### config.mk
export PLATFORM = sky130hd
export DESIGN_NAME = lane_deskew
export DESIGN_NICKNAME = d
export VERILOG_FILES = /design/src/rtl/lane_deskew.sv
export SDC_FILE = /design/constraint.sdc
export NUM_CORES = 1
export LEC_CHECK = 0
export CELL_PAD_IN_SITES_DETAIL_PLACEMENT = 1
export CELL_PAD_IN_SITES_GLOBAL_PLACEMENT = 1
export CORE_ASPECT_RATIO = 1.1
export CORE_MARGIN = 2
export CORE_UTILIZATION = 48
export DETAILED_ROUTE_END_ITERATION = 8
export PLACE_DENSITY = 0.83
export SYNTH_ARGS = -nofsm -noshare
export SYNTH_HDL_FRONTEND = slang
export SYNTH_SLANG_ARGS = --single-unit
### constraint.sdc
create_clock -name enc_clk -period 5.9 [get_ports enc_clk]
set_input_delay 0.885 -clock enc_clk [delete_from_list [all_inputs] [get_ports enc_clk]]
set_output_delay 0.885 -clock enc_clk [all_outputs]
set_load 0.01 [all_outputs]
### src/rtl/lane_deskew.sv
// Two-lane deskew: locates a marker byte on each lane, measures the inter-lane
// skew and delays the leading lane so that both lanes leave byte-aligned.
module lane_deskew #(
  parameter int         MAX_SKEW = 7,
  parameter logic [7:0] MARKER   = 8'hF2,
  parameter int         SKW      = $clog2(MAX_SKEW + 1)
) (
  input  logic           enc_clk,
  input  logic           rst,
  input  logic           enable_deskew,
  input  logic [7:0]     lane_0_rx,
  input  logic [7:0]     lane_1_rx,
  input  logic           data_os,
  output logic [7:0]     lane_0_aligned,
  output logic [7:0]     lane_1_aligned,
  output logic           data_os_aligned,
  output logic           deskew_done,
  output logic           lead_lane,
  output logic [SKW-1:0] skew_value,
  output logic           skew_error
);

  typedef enum logic [1:0] {IDLE, SEARCH, WAIT_LAG, ALIGNED} state_t;

  state_t         state, state_nxt;
  logic [SKW-1:0] count, count_nxt, skew_nxt;
  logic           lead_nxt, err_nxt;

  // Index n holds the input from n cycles ago; lane 0 carries {data_os, byte}.
  logic [8:0]     hist0 [1:MAX_SKEW];
  logic [7:0]     hist1 [1:MAX_SKEW];
  logic [8:0]     tap0_sel;
  logic [7:0]     tap1_sel;

  logic match0, match1, lag_match;

  assign match0      = (lane_0_rx == MARKER);
  assign match1      = (lane_1_rx == MARKER);
  assign lag_match   = lead_lane ? match0 : match1;
  assign deskew_done = (state == ALIGNED);

  always_ff @(posedge enc_clk or posedge rst) begin
    if (rst) begin
      for (int unsigned i = 1; i <= MAX_SKEW; i++) begin
        hist0[i] <= '0;
        hist1[i] <= '0;
      end
    end else begin
      hist0[1] <= {data_os, lane_0_rx};
      hist1[1] <= lane_1_rx;
      for (int unsigned i = 2; i <= MAX_SKEW; i++) begin
        hist0[i] <= hist0[i-1];
        hist1[i] <= hist1[i-1];
      end
    end
  end

  always_comb begin
    tap0_sel = {data_os, lane_0_rx};
    tap1_sel = lane_1_rx;
    for (int unsigned i = 1; i <= MAX_SKEW; i++) begin
      if (skew_value == SKW'(i)) begin
        tap0_sel = hist0[i];
        tap1_sel = hist1[i];
      end
    end
  end

  always_ff @(posedge enc_clk or posedge rst) begin
    if (rst) state <= IDLE;
    else     state <= state_nxt;
  end

  // A dropped enable overrides every other transition, including the error.
  always_comb begin
    state_nxt = state;
    count_nxt = count;
    skew_nxt  = skew_value;
    lead_nxt  = lead_lane;
    err_nxt   = 1'b0;
    if (!enable_deskew) begin
      state_nxt = IDLE;
      count_nxt = '0;
    end else begin
      case (state)
        IDLE: begin
          state_nxt = SEARCH;
          count_nxt = '0;
        end
        SEARCH: begin
          if (match0 && match1) begin
            skew_nxt  = '0;
            lead_nxt  = 1'b0;
            state_nxt = ALIGNED;
          end else if (match0 || match1) begin
            lead_nxt  = match1;
            count_nxt = SKW'(1);
            state_nxt = WAIT_LAG;
          end
        end
        WAIT_LAG: begin
          if (lag_match) begin
            skew_nxt  = count;
            state_nxt = ALIGNED;
          end else if (count == SKW'(MAX_SKEW)) begin
            count_nxt = '0;
            err_nxt   = 1'b1;
            state_nxt = SEARCH;
          end else begin
            count_nxt = count + SKW'(1);
          end
        end
        ALIGNED: state_nxt = ALIGNED;
        default: state_nxt = IDLE;
      endcase
    end
  end

  always_ff @(posedge enc_clk or posedge rst) begin
    if (rst) begin
      count      <= '0;
      skew_value <= '0;
      lead_lane  <= 1'b0;
      skew_error <= 1'b0;
    end else begin
      count      <= count_nxt;
      skew_value <= skew_nxt;
      lead_lane  <= lead_nxt;
      skew_error <= err_nxt;
    end
  end

  always_ff @(posedge enc_clk or posedge rst) begin
    if (rst) begin
      lane_0_aligned  <= '0;
      lane_1_aligned  <= '0;
      data_os_aligned <= 1'b0;
    end else if (state == ALIGNED && enable_deskew) begin
      if (lead_lane) begin
        lane_0_aligned  <= lane_0_rx;
        data_os_aligned <= data_os;
        lane_1_aligned  <= tap1_sel;
      end else begin
        {data_os_aligned, lane_0_aligned} <= tap0_sel;
        lane_1_aligned                    <= lane_1_rx;
      end
    end else begin
      lane_0_aligned  <= '0;
      lane_1_aligned  <= '0;
      data_os_aligned <= 1'b0;
    end
  end

endmodule

# == After elaboration in Yosys (flattened, before gate mapping) ==
# Cells that the tools add are included.
# classes
add_sub_neg,1
eq_ne,21
mux,42
n_reduce_logical,10
# op_table
cell,n
2-to-1 mux 8 bit,11
2-to-1 mux 9 bit,7
2-to-1 mux 3 bit,7
"equality test 8 bit, second input constant",2
"equality test 3 bit, second input constant",5
2-to-1 mux 2 bit,5
2-to-1 mux 1 bit,9
"!= test 3 bit, second input constant",3
one-hot mux 3 bit (3 select lines),1
"!= test 4 bit, second input constant",2
one-hot mux 2 bit (4 select lines),1
AND reduction 4 bit,2
"equality test 3 x 2 -> 1 bit, second input constant",2
one-hot mux 3 bit (2 select lines),1
"equality test 2 bit, second input constant",2
"!= test 2 bit, second input constant",2
"!= test 4 x 1 -> 1 bit, second input constant",1
nonzero test 2 bit,2
"adder 3 x 1 -> 3 bit, second input constant",1
"equality test 3 x 1 -> 1 bit, second input constant",1
AND reduction 3 bit,1
"equality test 2 x 1 -> 1 bit, second input constant",1
logical AND 1 bit,2
logical NOT 2 bit,1
other kinds (2),2
# totals
register_bits,146
input_bits,20
output_inout_bits,23
elab_cells,96

# == Longest topological paths before layout ==
# depth
depth_word,10
depth_mapped,9
depth_no_buf,7

# == Worst setup path after synthesis ==
# No wires, ideal clock.
# synth_timing
kind,input port to flip-flop
from,input port lane_0_rx[6]
to,register count[0]
setup_ns,0.127
arrival_ns,2.142
required_time_ns,5.773
setup_slack_ns,3.631
stages,6
path_buffers,1
path_cell_list,and4b_1 > and2_4 > buf_6 > mux2_4 > a221o_2 > mux2i_1
# synth_via
elab_chain_cells,4
# synth_rtl
item,line_no,rtl
"start, declared",11,"input logic [7:0] lane_0_rx,"
equality test 8 bit *,37,assign match0 = (lane_0_rx == MARKER);
2-to-1 mux 1 bit (tied with other cells),39,assign lag_match = lead_lane ? match0 : match1;
!= test 3 bit (no source line),n/a,
AND reduction 4 bit (no source line) *,n/a,
"end signal, assigned",126,count <= count_nxt;
"end, declared",26,"logic [SKW-1:0] count, count_nxt, skew_nxt;"
# Every way passes the cells marked *; elsewhere a longest branch is shown, timed or not.
# A chain may end at the register's enable or synchronous reset.

# == Worst setup path after layout ==
# layout_timing
from,register lead_lane
to,output port lead_lane
# layout_rtl
item,line_no,rtl
"start, declared",18,"output logic lead_lane,"
"start signal, assigned",128,lead_lane <= lead_nxt;
# No word-level cell between the ends.

==> impl_metrics.env <==
export IMPL_dr_pass1_iters=4
export IMPL_layout_common_cells="dfrtp_1, clkdlybuf4s50_1, mux4_2, nor2_1, mux2i_1"
export IMPL_synth_seq_cells=146
export IMPL_nets=425
export IMPL_gp_congestion=0.763
export IMPL_cp_num_buf_inv=2
export IMPL_skew_ns=0.00810
export IMPL_arrival_ns=1.81
export IMPL_worst_path_largest_cell_delay_ns=0.64
export IMPL_grt_start_max_net_pins=108
export IMPL_post_route_period_util_pct=45.7
export IMPL_relSlewSlack_pct=38.4
export IMPL_dp_cells=526
export IMPL_max_vdd_ir_drop_mv=0.188
export IMPL_synth_cells=354
export IMPL_hold_violations=0
export IMPL_critical_path_class="register to primary output"
export IMPL_die_w_um=106
export IMPL_grt_pass1_wl_um=21200
export IMPL_regArea_um2=3660
export IMPL_setup_violations=0
export IMPL_critical_path_top_delay_family="buffers and inverters"
export IMPL_drt_initial_drc_count=192
export IMPL_start_util_pct=49.7
export IMPL_drive_gt1_share_pct=17.3
export IMPL_syn_avg_cell_area_um2=15.5
export IMPL_yosysWarnings=0
export IMPL_p_leak_uw=0.00276
export IMPL_fp_dieArea_um2=12300
export IMPL_netlist_cell_type_count=44
export IMPL_multiInputGateArea_um2=1700
export IMPL_root_buffer="clkbuf_16"
export IMPL_dieHeight_um=116
export IMPL_first_global_vias=3695
export IMPL_min_path_cells=0
export IMPL_powerDensity_nw_per_um2=377
export IMPL_slowest_stage="clkdlybuf4s50_1"
export IMPL_fin_area_um2=6690
export IMPL_place_worst_setup_slack_ns=3.03
export IMPL_clkTransAtPathRegs_ns=0.06
export IMPL_synth_net_count=381
export IMPL_finalMaxSlewViolations=0
export IMPL_port_buffers=42
export IMPL_fmax_ghz=0.371
export IMPL_synth_edf_count=0
export IMPL_period_needed_ns=2.70
export IMPL_area_growth_pct=21.7
export IMPL_wl_per_cell_um=23.3
export IMPL_drcViolationCount=0
export IMPL_clock_latency_ns=0.42
export IMPL_layout_commonest_cell="dfrtp_1"
export IMPL_post_cts_resize_count=0
export IMPL_dr_total_vias=3218
export IMPL_clock_sinks=146
export IMPL_finalNonFillerCells=558
export IMPL_fillers=1013
export IMPL_finalWirelength_um=13000
export IMPL_ys_flop_type="dfrtp_1"
export IMPL_cp_start_kind="register"
export IMPL_hold_buffers=0
export IMPL_worstSetupEndpointType="primary output"
export IMPL_grt_usage_pct=23.7
export IMPL_place_area_um2=6030
export IMPL_n_antenna_cell=0
export IMPL_reg2reg_depth=6
export IMPL_drv_cap=0
export IMPL_ys_seq_area_share_pct=66.5
export IMPL_antenna_found_initial=0
export IMPL_tightest_slew_ns=0.924
export IMPL_postCtsSetupBuffers=0
export IMPL_status="finished, final reports clean"
export IMPL_coreArea_um2=11100
export IMPL_clockBufferDepth=2
export IMPL_crit_chain="buf_4, clkdlybuf4s50_1"
export IMPL_async_flop_share_pct=100
export IMPL_viasPerCell=5.77
export IMPL_dp_final_hpwl_um=7200
export IMPL_rows=40
export IMPL_grt_overflow=0
export IMPL_setup_tns_ns=0
export IMPL_hold_path_class="register to register"
export IMPL_cts_made_buffers=17
export IMPL_cts_tree="yes"
export IMPL_cts_htree_levels=4
export IMPL_cp_depth=2
export IMPL_syn_area_um2=5500
export IMPL_fin_ws_ns=3.20
export IMPL_cp_required_ns=5.02
export IMPL_rsz0062_at_grt="false"
export IMPL_path_max_fanout=43
export IMPL_ant_nets=0
export IMPL_boundaryPins=43
[kinds of logic (layout without fill, tap and decap cells)]
group                    count (synthesis)  after routing  share of synthesized area [%]
AND/OR/NAND/NOR                         66             66                           6.22
adder cells (fa/ha/maj)                  7              7                           1.59
AO/OA/AOI/OAI                           55             55                           6.58
flip-flops                             146            146                           66.5
buffers and inverters                   28             85                           2.55
multiplexers                            51             51                           16.4
XOR/XNOR                                 1              1                          0.159
[per-stage QoR]
| step | hold slack [ns] | utilization, % | power [uW] |
|---|---|---|---|
| after floorplan | 0.346 | - | 1250 |
| after detailed placement | 0.356 | 54.5 | 1330 |
| after global placement | 0.350 | 54.5 | 1310 |
| after global routing | 0.373 | 60.5 | 2610 |
| after CTS | 0.371 | 60.5 | 2540 |
| final | 0.371 | 60.5 | 2520 |
[state kept, by name (all words and copies together), names as in the netlist]
| register | count |
|---|---|
| hist0 | 63 |
| skew_value | 3 |
| hist1 | 56 |
| data_os_aligned | 1 |
| lead_lane | 1 |
| skew_error | 1 |
| lane_0_aligned | 8 |
| count | 3 |
| state | 2 |
| lane_1_aligned | 8 |
[synth_stat cells, types with 4 or more instances]
master    count  area share, %
buf_4         5           0.68
buf_2         7           0.64
nor3b_1       4           0.55
ha_1          7            1.6
a21oi_1      15            1.4
mux4_2       27             11
nand2_1      12           0.82
o21ai_0      13            1.2
a211oi_1      7           0.96
mux2i_1      20            3.6
inv_1         6           0.41
dfrtp_1     146             66
a41oi_1       4           0.64
nor2b_1       5           0.57
clkbuf_1      8           0.55
nor2_1       26            1.8
[worst paths after layout]
kind                                from                end  slack, ns
max reg2reg                skew_value[1]  lane_0_aligned[0]       3.60
min                            hist1[33]          hist1[25]       0.37
min reg2reg                    hist1[33]          hist1[25]       0.37
max                            lead_lane          lead_lane       3.20
min in group asynchronous            rst          hist1[34]       1.05
max in group asynchronous            rst  lane_1_aligned[5]       3.80
[metal layers]
layer / part of all wire [%] / GRT usage (%)
met4: 2.3 / 10.8
met5: 0 / 0
met2: 51 / 38.6
met3: 2.4 / 4.69
met1: 44 / 31.5
[power breakdown]
part / internal [uW] / switching (uW) / leakage [uW] / total, uW
Combinational: 94.2 / 139 / 0.000679 / 233
Clock: 793 / 401 / 0.000326 / 1190
Sequential: 1060 / 35.6 / 0.00176 / 1090
[final cells by class]
| type | count | area share, % |
|---|---|---|
| flip-flops and latches | 146 | 54.7 |
| multi-input cells | 180 | 25.4 |
| clock buffers | 22 | 7.24 |
| repair buffers | 47 | 6.85 |
| well taps | 147 | 2.75 |
| clock inverters | 10 | 2.66 |
| inverters | 6 | 0.412 |
Power figures use the tool's default switching activity.
